### src/rtl/card_pkg.sv
// Shared types and constants for the card shoe dealer: modes, card values,
// LFSR taps and the fixed scripts replayed by the scripted modes.
package card_pkg;

    typedef enum logic [2:0] {
        MODE_BASE      = 3'd0,
        MODE_SIMPLE    = 3'd1,
        MODE_DOUBLE    = 3'd2,
        MODE_BLACKJACK = 3'd3,
        MODE_SPLIT     = 3'd4
    } mode_e;

    typedef logic [3:0] card_val_t;

    localparam card_val_t ACE      = 4'd1;
    localparam card_val_t FACE_VAL = 4'd10;
    localparam card_val_t RANK_MAX = 4'd13;

    // Galois form of x^16+x^14+x^13+x^11+1, shifting right
    localparam logic [15:0] LFSR_TAPS = 16'hB400;

    // Indexed by mode value; unused rows pad illegal modes with empty cards
    localparam card_val_t SCRIPT [8][8] = '{
        '{4'd0,  4'd0,  4'd0, 4'd0, 4'd0, 4'd0, 4'd0, 4'd0},
        '{4'd10, 4'd8,  4'd4, 4'd6, 4'd4, 4'd0, 4'd0, 4'd0},
        '{4'd10, 4'd8,  4'd6, 4'd8, 4'd2, 4'd0, 4'd0, 4'd0},
        '{4'd10, 4'd1,  4'd8, 4'd9, 4'd0, 4'd0, 4'd0, 4'd0},
        '{4'd10, 4'd10, 4'd9, 4'd8, 4'd8, 4'd4, 4'd8, 4'd2},
        '{4'd0,  4'd0,  4'd0, 4'd0, 4'd0, 4'd0, 4'd0, 4'd0},
        '{4'd0,  4'd0,  4'd0, 4'd0, 4'd0, 4'd0, 4'd0, 4'd0},
        '{4'd0,  4'd0,  4'd0, 4'd0, 4'd0, 4'd0, 4'd0, 4'd0}
    };

    localparam logic [3:0] SCRIPT_LEN [8] = '{
        4'd0, 4'd5, 4'd5, 4'd4, 4'd8, 4'd0, 4'd0, 4'd0
    };

    function automatic logic mode_legal(input logic [2:0] m);
        return m <= MODE_SPLIT;
    endfunction

endpackage

### src/rtl/card_shoe_dealer_if.sv
// Request/response bundle between the game FSM (master) and the dealer (slave).
interface card_shoe_dealer_if #(
    parameter int NUM_OUT = 4,
    parameter int DECKS   = 1
);
    localparam int CNT_W  = $clog2(NUM_OUT + 1);
    localparam int LEFT_W = $clog2(52 * DECKS + 1);

    logic                  deal_req;
    logic [CNT_W-1:0]      deal_cnt;
    logic [2:0]            mode;
    logic [4*NUM_OUT-1:0]  cards;
    logic                  deal_valid;
    logic                  busy;
    logic                  reshuffled;
    logic [LEFT_W-1:0]     cards_left;

    modport master (
        output deal_req, deal_cnt, mode,
        input  cards, deal_valid, busy, reshuffled, cards_left
    );

    modport slave (
        input  deal_req, deal_cnt, mode,
        output cards, deal_valid, busy, reshuffled, cards_left
    );

endinterface

### src/rtl/card_lfsr16.sv
// Free-running 16-bit Galois LFSR; the low nibble is the rank candidate.
module card_lfsr16
    import card_pkg::*;
#(
    parameter logic [15:0] SEED = 16'hACE1
) (
    input  logic       clk,
    input  logic       reset_n,
    output logic [3:0] nibble
);

    logic [15:0] state;

    always_ff @(posedge clk or negedge reset_n) begin
        if (!reset_n) state <= SEED;
        else          state <= (state >> 1) ^ (state[0] ? LFSR_TAPS : 16'h0000);
    end

    assign nibble = state[3:0];

endmodule

### src/rtl/card_shoe_dealer.sv
// Deals 1..NUM_OUT cards per request, either from a depleting multi-deck shoe
// sampled by an LFSR or from fixed per-mode scripts.
module card_shoe_dealer
    import card_pkg::*;
#(
    parameter int          NUM_OUT   = 4,
    parameter int          DECKS     = 1,
    parameter logic [15:0] LFSR_SEED = 16'hACE1
) (
    input  logic              clk,
    input  logic              reset_n,
    card_shoe_dealer_if.slave bus
);

    localparam int CNT_W  = $clog2(NUM_OUT + 1);
    localparam int LEFT_W = $clog2(52 * DECKS + 1);
    localparam int RANK_W = $clog2(4 * DECKS + 1);

    localparam logic [RANK_W-1:0] RANK_FULL = RANK_W'(4 * DECKS);
    localparam logic [LEFT_W-1:0] SHOE_FULL = LEFT_W'(52 * DECKS);

    typedef enum logic [2:0] {
        S_IDLE   = 3'd0,
        S_CHECK  = 3'd1,
        S_RESHUF = 3'd2,
        S_DRAW   = 3'd3,
        S_DONE   = 3'd4
    } state_e;

    state_e st, nxt;

    logic [NUM_OUT-1:0][3:0] cards;
    logic                    deal_valid;
    logic                    reshuffled;
    logic [LEFT_W-1:0]       cards_left;

    // Entries 0, 14 and 15 stay zero so the raw nibble can index directly
    logic [15:0][RANK_W-1:0] rank_cnt;
    logic [7:0][2:0]         ptr;
    logic [2:0]              lmode;
    logic [2:0]              prev_mode;
    logic [CNT_W-1:0]        n;
    logic [CNT_W-1:0]        idx;

    logic [3:0]  r;
    logic        accept, do_reshuf, take, finish;
    logic        base_ok;
    logic        is_base;
    card_val_t   draw_val;
    logic [2:0]  ptr_cur, ptr_nxt;
    logic [CNT_W-1:0] n_clamp;

    card_lfsr16 #(.SEED(LFSR_SEED)) u_lfsr (
        .clk     (clk),
        .reset_n (reset_n),
        .nibble  (r)
    );

    assign is_base  = (lmode == MODE_BASE);
    assign base_ok  = (r >= ACE) && (r <= RANK_MAX) && (rank_cnt[r] != '0);
    assign ptr_cur  = ptr[lmode];
    assign ptr_nxt  = ({1'b0, ptr_cur} == SCRIPT_LEN[lmode] - 4'd1) ? 3'd0 : ptr_cur + 3'd1;
    assign draw_val = is_base ? ((r > FACE_VAL) ? FACE_VAL : r) : SCRIPT[lmode][ptr_cur];

    always_comb begin
        n_clamp = bus.deal_cnt;
        if (bus.deal_cnt == '0)                      n_clamp = CNT_W'(1);
        else if (bus.deal_cnt > CNT_W'(NUM_OUT))     n_clamp = CNT_W'(NUM_OUT);
    end

    always_ff @(posedge clk or negedge reset_n) begin
        if (!reset_n) st <= S_IDLE;
        else          st <= nxt;
    end

    always_comb begin
        nxt       = st;
        accept    = 1'b0;
        do_reshuf = 1'b0;
        take      = 1'b0;
        finish    = 1'b0;
        case (st)
            S_IDLE: begin
                if (bus.deal_req) begin
                    accept = 1'b1;
                    nxt    = S_CHECK;
                end
            end
            S_CHECK: begin
                if (!mode_legal(lmode))                          nxt = S_DONE;
                else if (is_base && cards_left < LEFT_W'(n))     nxt = S_RESHUF;
                else                                             nxt = S_DRAW;
            end
            S_RESHUF: begin
                do_reshuf = 1'b1;
                nxt       = S_DRAW;
            end
            S_DRAW: begin
                take = !is_base || base_ok;
                if (take && (idx + CNT_W'(1)) == n) nxt = S_DONE;
            end
            S_DONE: begin
                finish = 1'b1;
                nxt    = S_IDLE;
            end
            default: nxt = S_IDLE;
        endcase
    end

    always_ff @(posedge clk or negedge reset_n) begin
        if (!reset_n) begin
            cards      <= '0;
            deal_valid <= 1'b0;
            reshuffled <= 1'b0;
            cards_left <= SHOE_FULL;
            for (int k = 0; k < 16; k++)
                rank_cnt[k] <= (k >= 1 && k <= 13) ? RANK_FULL : '0;
            ptr        <= '0;
            lmode      <= MODE_BASE;
            prev_mode  <= MODE_BASE;
            n          <= CNT_W'(1);
            idx        <= '0;
        end else begin
            deal_valid <= finish;
            reshuffled <= do_reshuf;

            if (accept) begin
                lmode <= bus.mode;
                n     <= n_clamp;
                idx   <= '0;
                cards <= '0;
                // An illegal request must leave the script history untouched
                if (mode_legal(bus.mode)) begin
                    prev_mode <= bus.mode;
                    if (bus.mode != prev_mode) ptr <= '0;
                end
            end

            if (do_reshuf) begin
                cards_left <= SHOE_FULL;
                for (int k = 0; k < 16; k++)
                    rank_cnt[k] <= (k >= 1 && k <= 13) ? RANK_FULL : '0;
            end

            if (take) begin
                cards[idx] <= draw_val;
                idx        <= idx + CNT_W'(1);
                if (is_base) begin
                    rank_cnt[r] <= rank_cnt[r] - RANK_W'(1);
                    cards_left  <= cards_left - LEFT_W'(1);
                end else begin
                    ptr[lmode] <= ptr_nxt;
                end
            end
        end
    end

    assign bus.cards      = cards;
    assign bus.deal_valid = deal_valid;
    assign bus.busy       = (st != S_IDLE);
    assign bus.reshuffled = reshuffled;
    assign bus.cards_left = cards_left;

endmodule

### src/flat_wrapper.sv
// flat-port wrapper written by rule: the top's interface ports become plain ports
module card_shoe_dealer_flat import card_pkg::*;
#(
    parameter int          NUM_OUT   = 4,
    parameter int          DECKS     = 1,
    parameter logic [15:0] LFSR_SEED = 16'hACE1
)
  (clk, reset_n, bus_deal_req, bus_deal_cnt, bus_mode, bus_cards, bus_deal_valid, bus_busy, bus_reshuffled, bus_cards_left);
  card_shoe_dealer_if #(.NUM_OUT(NUM_OUT), .DECKS(DECKS)) bus_i ();
  input  logic clk;
  input  logic reset_n;
  input wire logic [$bits(bus_i.deal_req)-1:0] bus_deal_req;
  input wire logic [$bits(bus_i.deal_cnt)-1:0] bus_deal_cnt;
  input wire logic [$bits(bus_i.mode)-1:0] bus_mode;
  output wire logic [$bits(bus_i.cards)-1:0] bus_cards;
  output wire logic [$bits(bus_i.deal_valid)-1:0] bus_deal_valid;
  output wire logic [$bits(bus_i.busy)-1:0] bus_busy;
  output wire logic [$bits(bus_i.reshuffled)-1:0] bus_reshuffled;
  output wire logic [$bits(bus_i.cards_left)-1:0] bus_cards_left;
  assign bus_i.deal_req = bus_deal_req;
  assign bus_i.deal_cnt = bus_deal_cnt;
  assign bus_i.mode = bus_mode;
  assign bus_cards = bus_i.cards;
  assign bus_deal_valid = bus_i.deal_valid;
  assign bus_busy = bus_i.busy;
  assign bus_reshuffled = bus_i.reshuffled;
  assign bus_cards_left = bus_i.cards_left;
  card_shoe_dealer #(.NUM_OUT(NUM_OUT), .DECKS(DECKS), .LFSR_SEED(LFSR_SEED)) u_core (.clk(clk), .reset_n(reset_n), .bus(bus_i));
endmodule
### config.mk
export PLATFORM = sky130hd
export DESIGN_NAME = card_shoe_dealer_flat
export DESIGN_NICKNAME = d
export VERILOG_FILES = /design/src/rtl/card_pkg.sv /design/src/rtl/card_shoe_dealer_if.sv /design/src/rtl/card_lfsr16.sv /design/src/rtl/card_shoe_dealer.sv /design/src/flat_wrapper.sv
export SDC_FILE = /design/constraint.sdc
export NUM_CORES = 1
export LEC_CHECK = 0
export CORE_AREA = 2 2 127 129
export CTS_CLUSTER_DIAMETER = 150
export DETAILED_ROUTE_END_ITERATION = 16
export DIE_AREA = 0 0 129 131
export GPL_TIMING_DRIVEN = 0
export REMOVE_ABC_BUFFERS = 1
export SETUP_SLACK_MARGIN = 0.1
export SLEW_MARGIN = 20
export SYNTH_ARGS = -nofsm -noshare
export SYNTH_HDL_FRONTEND = slang
export SYNTH_SLANG_ARGS = --single-unit
### constraint.sdc
create_clock -name clk -period 8.64 [get_ports clk]
set_input_delay 1.728 -clock clk [delete_from_list [all_inputs] [get_ports clk]]
set_output_delay 1.728 -clock clk [all_outputs]
set_load 0.05 [all_outputs]
After elaboration in Yosys (flattened, before gate mapping)
Memories as Yosys holds them, arrays and structs flattened.
Index checks and enable logic that the tools add are counted.
{"block": "totals", "ff_bits": 127, "rom_bits": 288, "input_bits": 9, "elab_cells": 139, "memories": 2}
{"block": "classes", "add_sub_neg": 5, "n_lt_le_gt_ge": 15, "eq_ne": 9, "n_mux": 51, "n_bitwise": 3, "n_reduce_logical": 17}
{"memory": "(no name shown)", "words": 8, "word_bits": 32, "rd": 1, "rd_ports_with_merged_regs": 0, "write_ports": 0, "line": "card_shoe_dealer.sv:63", "source": "assign draw_val = is_base ? ((r > FACE_VAL) ? FACE_VAL : r) : SCRIPT[lmode][ptr_cur];"}
{"memory": "(no name shown)", "words": 8, "word_bits": 4, "rd": 1, "rd_ports_with_merged_regs": 0, "write_ports": 0, "line": "card_shoe_dealer.sv:62", "source": "assign ptr_nxt = ({1'b0, ptr_cur} == SCRIPT_LEN[lmode] - 4'd1) ? 3'd0 : ptr_cur + 3'd1;"}
{"op": "$mux 48", "count": 3}
{"op": "$mux 24", "count": 5}
{"op": "$mux 32", "count": 2}
{"op": "$bwmux 48", "count": 1}
{"op": "$mux 16", "count": 3}
{"op": "$mux 3", "count": 12}
{"op": "$mux 4", "count": 7}
{"op": "$bwmux 24", "count": 1}
{"op": "$mux 6", "count": 3}
{"op": "$bwmux 16", "count": 1}
{"op": "$xor 15x16->16", "count": 1}
{"op": "$bmux 3 s4", "count": 1}
{"op": "$bmux 4 s3", "count": 1}
{"op": "$demux 3 s4", "count": 1}
{"op": "$pmux 3 s4", "count": 1}
{"op": "$bmux 3 s3", "count": 1}
{"op": "$demux 3 s3", "count": 1}
{"op": "$logic_not 3->1", "count": 3}
{"op": "$demux 4 s2", "count": 1}
{"op": "$ge 4x1->1 const B", "count": 2}
{"op": "$ge 4x4->1 const B", "count": 2}
{"op": "$not 3->4", "count": 2}
{"op": "$logic_and 1x1->1", "count": 7}
{"op": "$add 3x1->3 const B", "count": 2}
{"op": "other kinds (26)", "count": 36}

Depth between registers and ports, before layout
{"block": "logic_depth", "depth_word": 10, "ltp_mapped": 14, "mapped_depth_nobuf": 11}

By module
Synthesis repeated with hierarchy kept, for this count alone.
{"block": "hier_totals", "hier_cells": 580, "area_unflattened_um2": 6288.5}
{"module": "card_shoe_dealer", "n_inst": 1, "cells_each": 557, "area_each_um2": 5821.8, "seq_area_each_um2": 2798.9}
{"module": "card_lfsr16", "n_inst": 1, "cells_each": 23, "area_each_um2": 466.7, "seq_area_each_um2": 410.4}

Least setup slack after synthesis
OpenSTA, ideal clock, no wires.
{"block": "synth_path", "path_kind": "reg-to-reg", "startpoint": "register u_core.u_lfsr.state[0]", "endpoint": "register u_core.rank_cnt[6] (netlist name)", "setup_time_ps": 120, "arrival_ps": 3453, "slack_ps": 5068, "path_stages_with_launch": 14, "n_path_buf": 3, "period_less_slack_ps": 3572, "path_cell_list": "dfstp_2 buf_2 mux4_2 mux4_2 clkbuf_1 inv_2 ha_1 ha_1 a31o_2 nor4_2 nand3b_1 or3_1 clkbuf_1 a31o_1"}
{"block": "synth_via", "elab_chain_len": 7, "word_cells_on_any_way": 18, "cone_classes": "add/sub (1); order compare (4); mux (8); reduce/logical (5)"}
{"element": "start: declaration", "line": "card_lfsr16.sv:12", "source": "logic [15:0] state;"}
{"element": "start signal: assignment", "line": "card_lfsr16.sv:16", "source": "else state <= (state >> 1) ^ (state[0] ? LFSR_TAPS : 16'h0000);"}
{"element": "branches (longest 6 deep; another with $sub 3x1->3)"}
{"element": "$mux 48 *", "line": "card_shoe_dealer.sv:145", "source": "if (take) begin"}
{"element": "end signal: indexed assignment", "line": "card_shoe_dealer.sv:117", "source": "rank_cnt[k] <= (k >= 1 && k <= 13) ? RANK_FULL : '0;"}
{"element": "end signal: indexed assignment", "line": "card_shoe_dealer.sv:142", "source": "rank_cnt[k] <= (k >= 1 && k <= 13) ? RANK_FULL : '0;"}
{"element": "end signal: indexed assignment", "line": "card_shoe_dealer.sv:149", "source": "rank_cnt[r] <= rank_cnt[r] - RANK_W'(1);"}
{"element": "end: declaration", "line": "card_shoe_dealer.sv:38", "source": "logic [15:0][RANK_W-1:0] rank_cnt;"}
Mark *: on every way between the ends. The select of a mux whose other input is x is not followed.
A chain may end at the register's enable or synchronous reset.

Worst setup path after layout
{"block": "layout_path", "startpoint": "register u_core.u_lfsr.state[0]", "endpoint": "register u_core.rank_cnt[10] (netlist name)"}
Same word-level chain as after synthesis.

==> summary.txt <==
Outcome
  – Status: finished clean

Layout
  – Finished Layout Cells: 824
  – Fillers: 1,434
  – Area growth from synthesis to layout: 19.5%
  – Nets: 621
  – Final core utilization: 47.0%
  – Ant diodes: 0
  – Design Area, Final: 0.00733 mm2
  – Layout cells sized above 1: 16.1%

Clock tree
  – Post-cts sizing count: 0
  – CTS clock-pin slew for the worst setup and hold paths: 0.06 ns
  – Number of buffers created by CTS: 17
  – Sink Count: 127
  – Maximum clock insertion buffer count: 2
  – Clk_lat worst skew: 0.41 ns
  – CTS tree: built
  – Root Buffer Master: clkbuf_16
  – Postcts setup bufs: 0
  – CTS H-tree depth: 4
  – Hold buffers post-CTS: 0

Drt
  – Vias: 4,482
  – DRC Markers: 0
  – Via density: 5.44
  – Drt pass-1 iters: 5
  – Routed wire per std cell: 16.4 um
  – Final ANT Viol Nets: 0
  – DRT iter0 DRCs: 352
  – Routed WL: 13.5 mm

Synthesis
  – Synthesized cell area: 0.00613 mm2
  – Synth Area in Simple Gates: 15.7%
  – Area leader, netlist: dfrtp_1
  – Largest family of logic cells by synthesized area: simple AND/OR/NAND/NOR gates
  – Synth Register Bits: 127
  – Compound-gate portion of the synthesized area: 12.2%
  – Yosys warnings: 0
  – Post-synth cell types: 56
  – Post-synthesis sequential area ratio: 52.3%
  – Number of synthesized flops with an enable pin: 0
  – Synth Area in XOR/XNOR: 1.71%
  – Mux contribution to synthesized area: 11.5%
  – Cells after synthesis: 568
  – Top_reg_cell synth: dfrtp_1
  – Post-synth top cells: dfrtp_1, nand3_1, o21ai_1, nand2_1, dfstp_2
  – Synthesized area per cell: 10.8 um2
  – Synth top area cells: dfrtp_1, dfstp_2, mux4_2
  – Asr flop ratio synth: 100%
  – Most common cell in the netlist: dfrtp_1
  – Post-synth top area share: 41.6%
  – Adder-Cell Fraction of Synth Area: 3.47%

Timing
  – Setup TNS: 0 ns
  – Setup Skew: 0.0109 ns
  – Post-route setup slack: 4.50 ns
  – Final count of hold timing violations: 0
  – Hold_ws: 0.351 ns
  – Final period utilization: 47.9%
  – Least-Margin Pin Slew: 0.859 ns
  – Relative slew slack: 42.8%
  – RSZ-0062 raised after global routing: no
  – F_max: 242 MHz
  – Final setup violation count: 0
  – Fin crit period: 4.14 ns
  – Slew Limit Fails: 0

Worst setup path
  – Crit path capture type: register
  – Slowest stage delay, CP: 0.98 ns
  – Critical path type: register to register
  – CP arrival: 4.47 ns
  – CP Launch Type: register
  – Required time of the critical path: 8.97 ns
  – CP max-delay cell: dfstp_2
  – Crit Path Max Fanout: 24
  – CP Cell Sequence: mux4_2, mux4_2, inv_2, ha_1, ha_1, a31o_2, nor4_2, nand3_1, nor3_1, mux2i_1

Global route
  – Total gr overflow: 0
  – Antenna violations before repair: 0
  – First-pass GRT wire length: 22.5 mm
  – Vias in the first global route: 4,397
  – Maximum number of pins on one net before global-route repair: 69
  – GRT Util Overall: 17.2%

Floorplanning
  – Rows: 46
  – Die area: 0.0169 mm2
  – Die Width: 129 um
  – Starting Density: 39.3%
  – Io pins: 34
  – Die height: 131 um
  – Core box area: 0.0156 mm2

Run
  – Maxcap violations: 0

Power and ir drop
  – Static Leak: 3.02 nW
  – Maximum vdd drop: 0.116 mV
  – Power density over cell area: 189 mW/mm2
  – Total chip power: 1.39 mW

Placed design
  – Hpwl dp: 9.17 mm
  – Setup WS pre-CTS: 4.32 ns
  – Gpl congestion: 0.832
  – Port Buf Inserts: 33
  – Cells after DPL: 792
  – Placed Area: 0.00668 mm2

Hold path
  – Hold crit path type: register to register
worst paths after layout:
check | startpoint | end | cells after the start | slack (ns)
max | u_core.u_lfsr.state[0] | u_core.rank_cnt[10] | 10 | 4.50
min | u_core.u_lfsr.state[9] | u_core.u_lfsr.state[8] | 0 | 0.35
max reg2reg | u_core.u_lfsr.state[0] | u_core.rank_cnt[10] | 10 | 4.50
min reg2reg | u_core.u_lfsr.state[9] | u_core.u_lfsr.state[8] | 0 | 0.35
max in group asynchronous | reset_n | u_core.bus.cards_left[5] | 2 | 6.59
min in group asynchronous | reset_n | u_core.rank_cnt[13] | 1 | 1.29
cell usage in the layout (no fill, tap or decap), types with 5 or more instances in the layout:
cell,count
clkbuf_16,17
o21ai_0,20
dfstp_2,25
and2_1,9
a21oi_1,17
mux2i_1,22
mux4_2,17
dfrtp_1,102
nor2_1,24
inv_1,17
xnor2_1,6
clkdlybuf4s50_1,32
a211oi_1,7
xor2_1,6
ha_1,17
nor3_1,22
nand2b_1,7
mux2_2,8
nand4_1,5
nand2_1,36
nand3_1,67
o21ai_1,47
flip-flops by register name (all words and copies together), names as in the netlist, 3 cells and up:
name,count
u_core.rank_cnt,48
u_core.bus.cards_left,6
u_core.lmode,3
u_core.st,3
u_core.prev_mode,3
u_core.idx,3
u_core.u_lfsr.state,16
u_core.n,3
u_core.ptr,24
u_core.bus.cards,16
worst max-delay path: cells and delay by family (launching register included):
kind,cells,cell delay (ns)
buffers and inverters,1,0.05
flip-flops,1,0.98
AO/OA/AOI/OAI,1,0.24
multiplexers,3,1.06
adder cells (fa/ha/maj),2,0.40
AND/OR/NAND/NOR,3,1.32
routing by layer:
layer	track usage [%]	vias up	share of wire, %
met5	0	-	0
met4	6.91	0	2.0
met3	4.48	25	4.5
met2	25.6	116	45
met1	24.2	2206	49
li1	-	2135	-
cell families (layout without fill, tap and decap cells):
family                     after synthesis  after routing
and+or+nand+nor                        193            193
muxes                                   48             48
xor gates and xnor gates                12             12
DFF                                    127            127
AOI/OAI and AO/OA                      124            124
buffers and inverters                   47             87
adders and majority gates               17             17
area by class of cell:
cell class                      count  area, um2  share of cell area [%]
Clock buffer                       20        467                    6.37
Clock inverter                     12        180                    2.46
Inverter                           20       75.1                    1.02
Multi-Input combinational cell    394       2760                    37.6
Sequential cell                   127       3210                    43.8
Tap cell                          216        270                    3.69
Timing Repair Buffer               35        370                    5.05
report_power, final:
| part | leakage [nW] | switching [mW] | internal [mW] |
|---|---|---|---|
| clock network | 0.313 | 0.264 | 0.507 |
| logic | 1.26 | 0.0139 | 0.00518 |
| registers | 1.45 | 0 | 0.596 |
No activity file was read; power rests on OpenSTA's default activity.
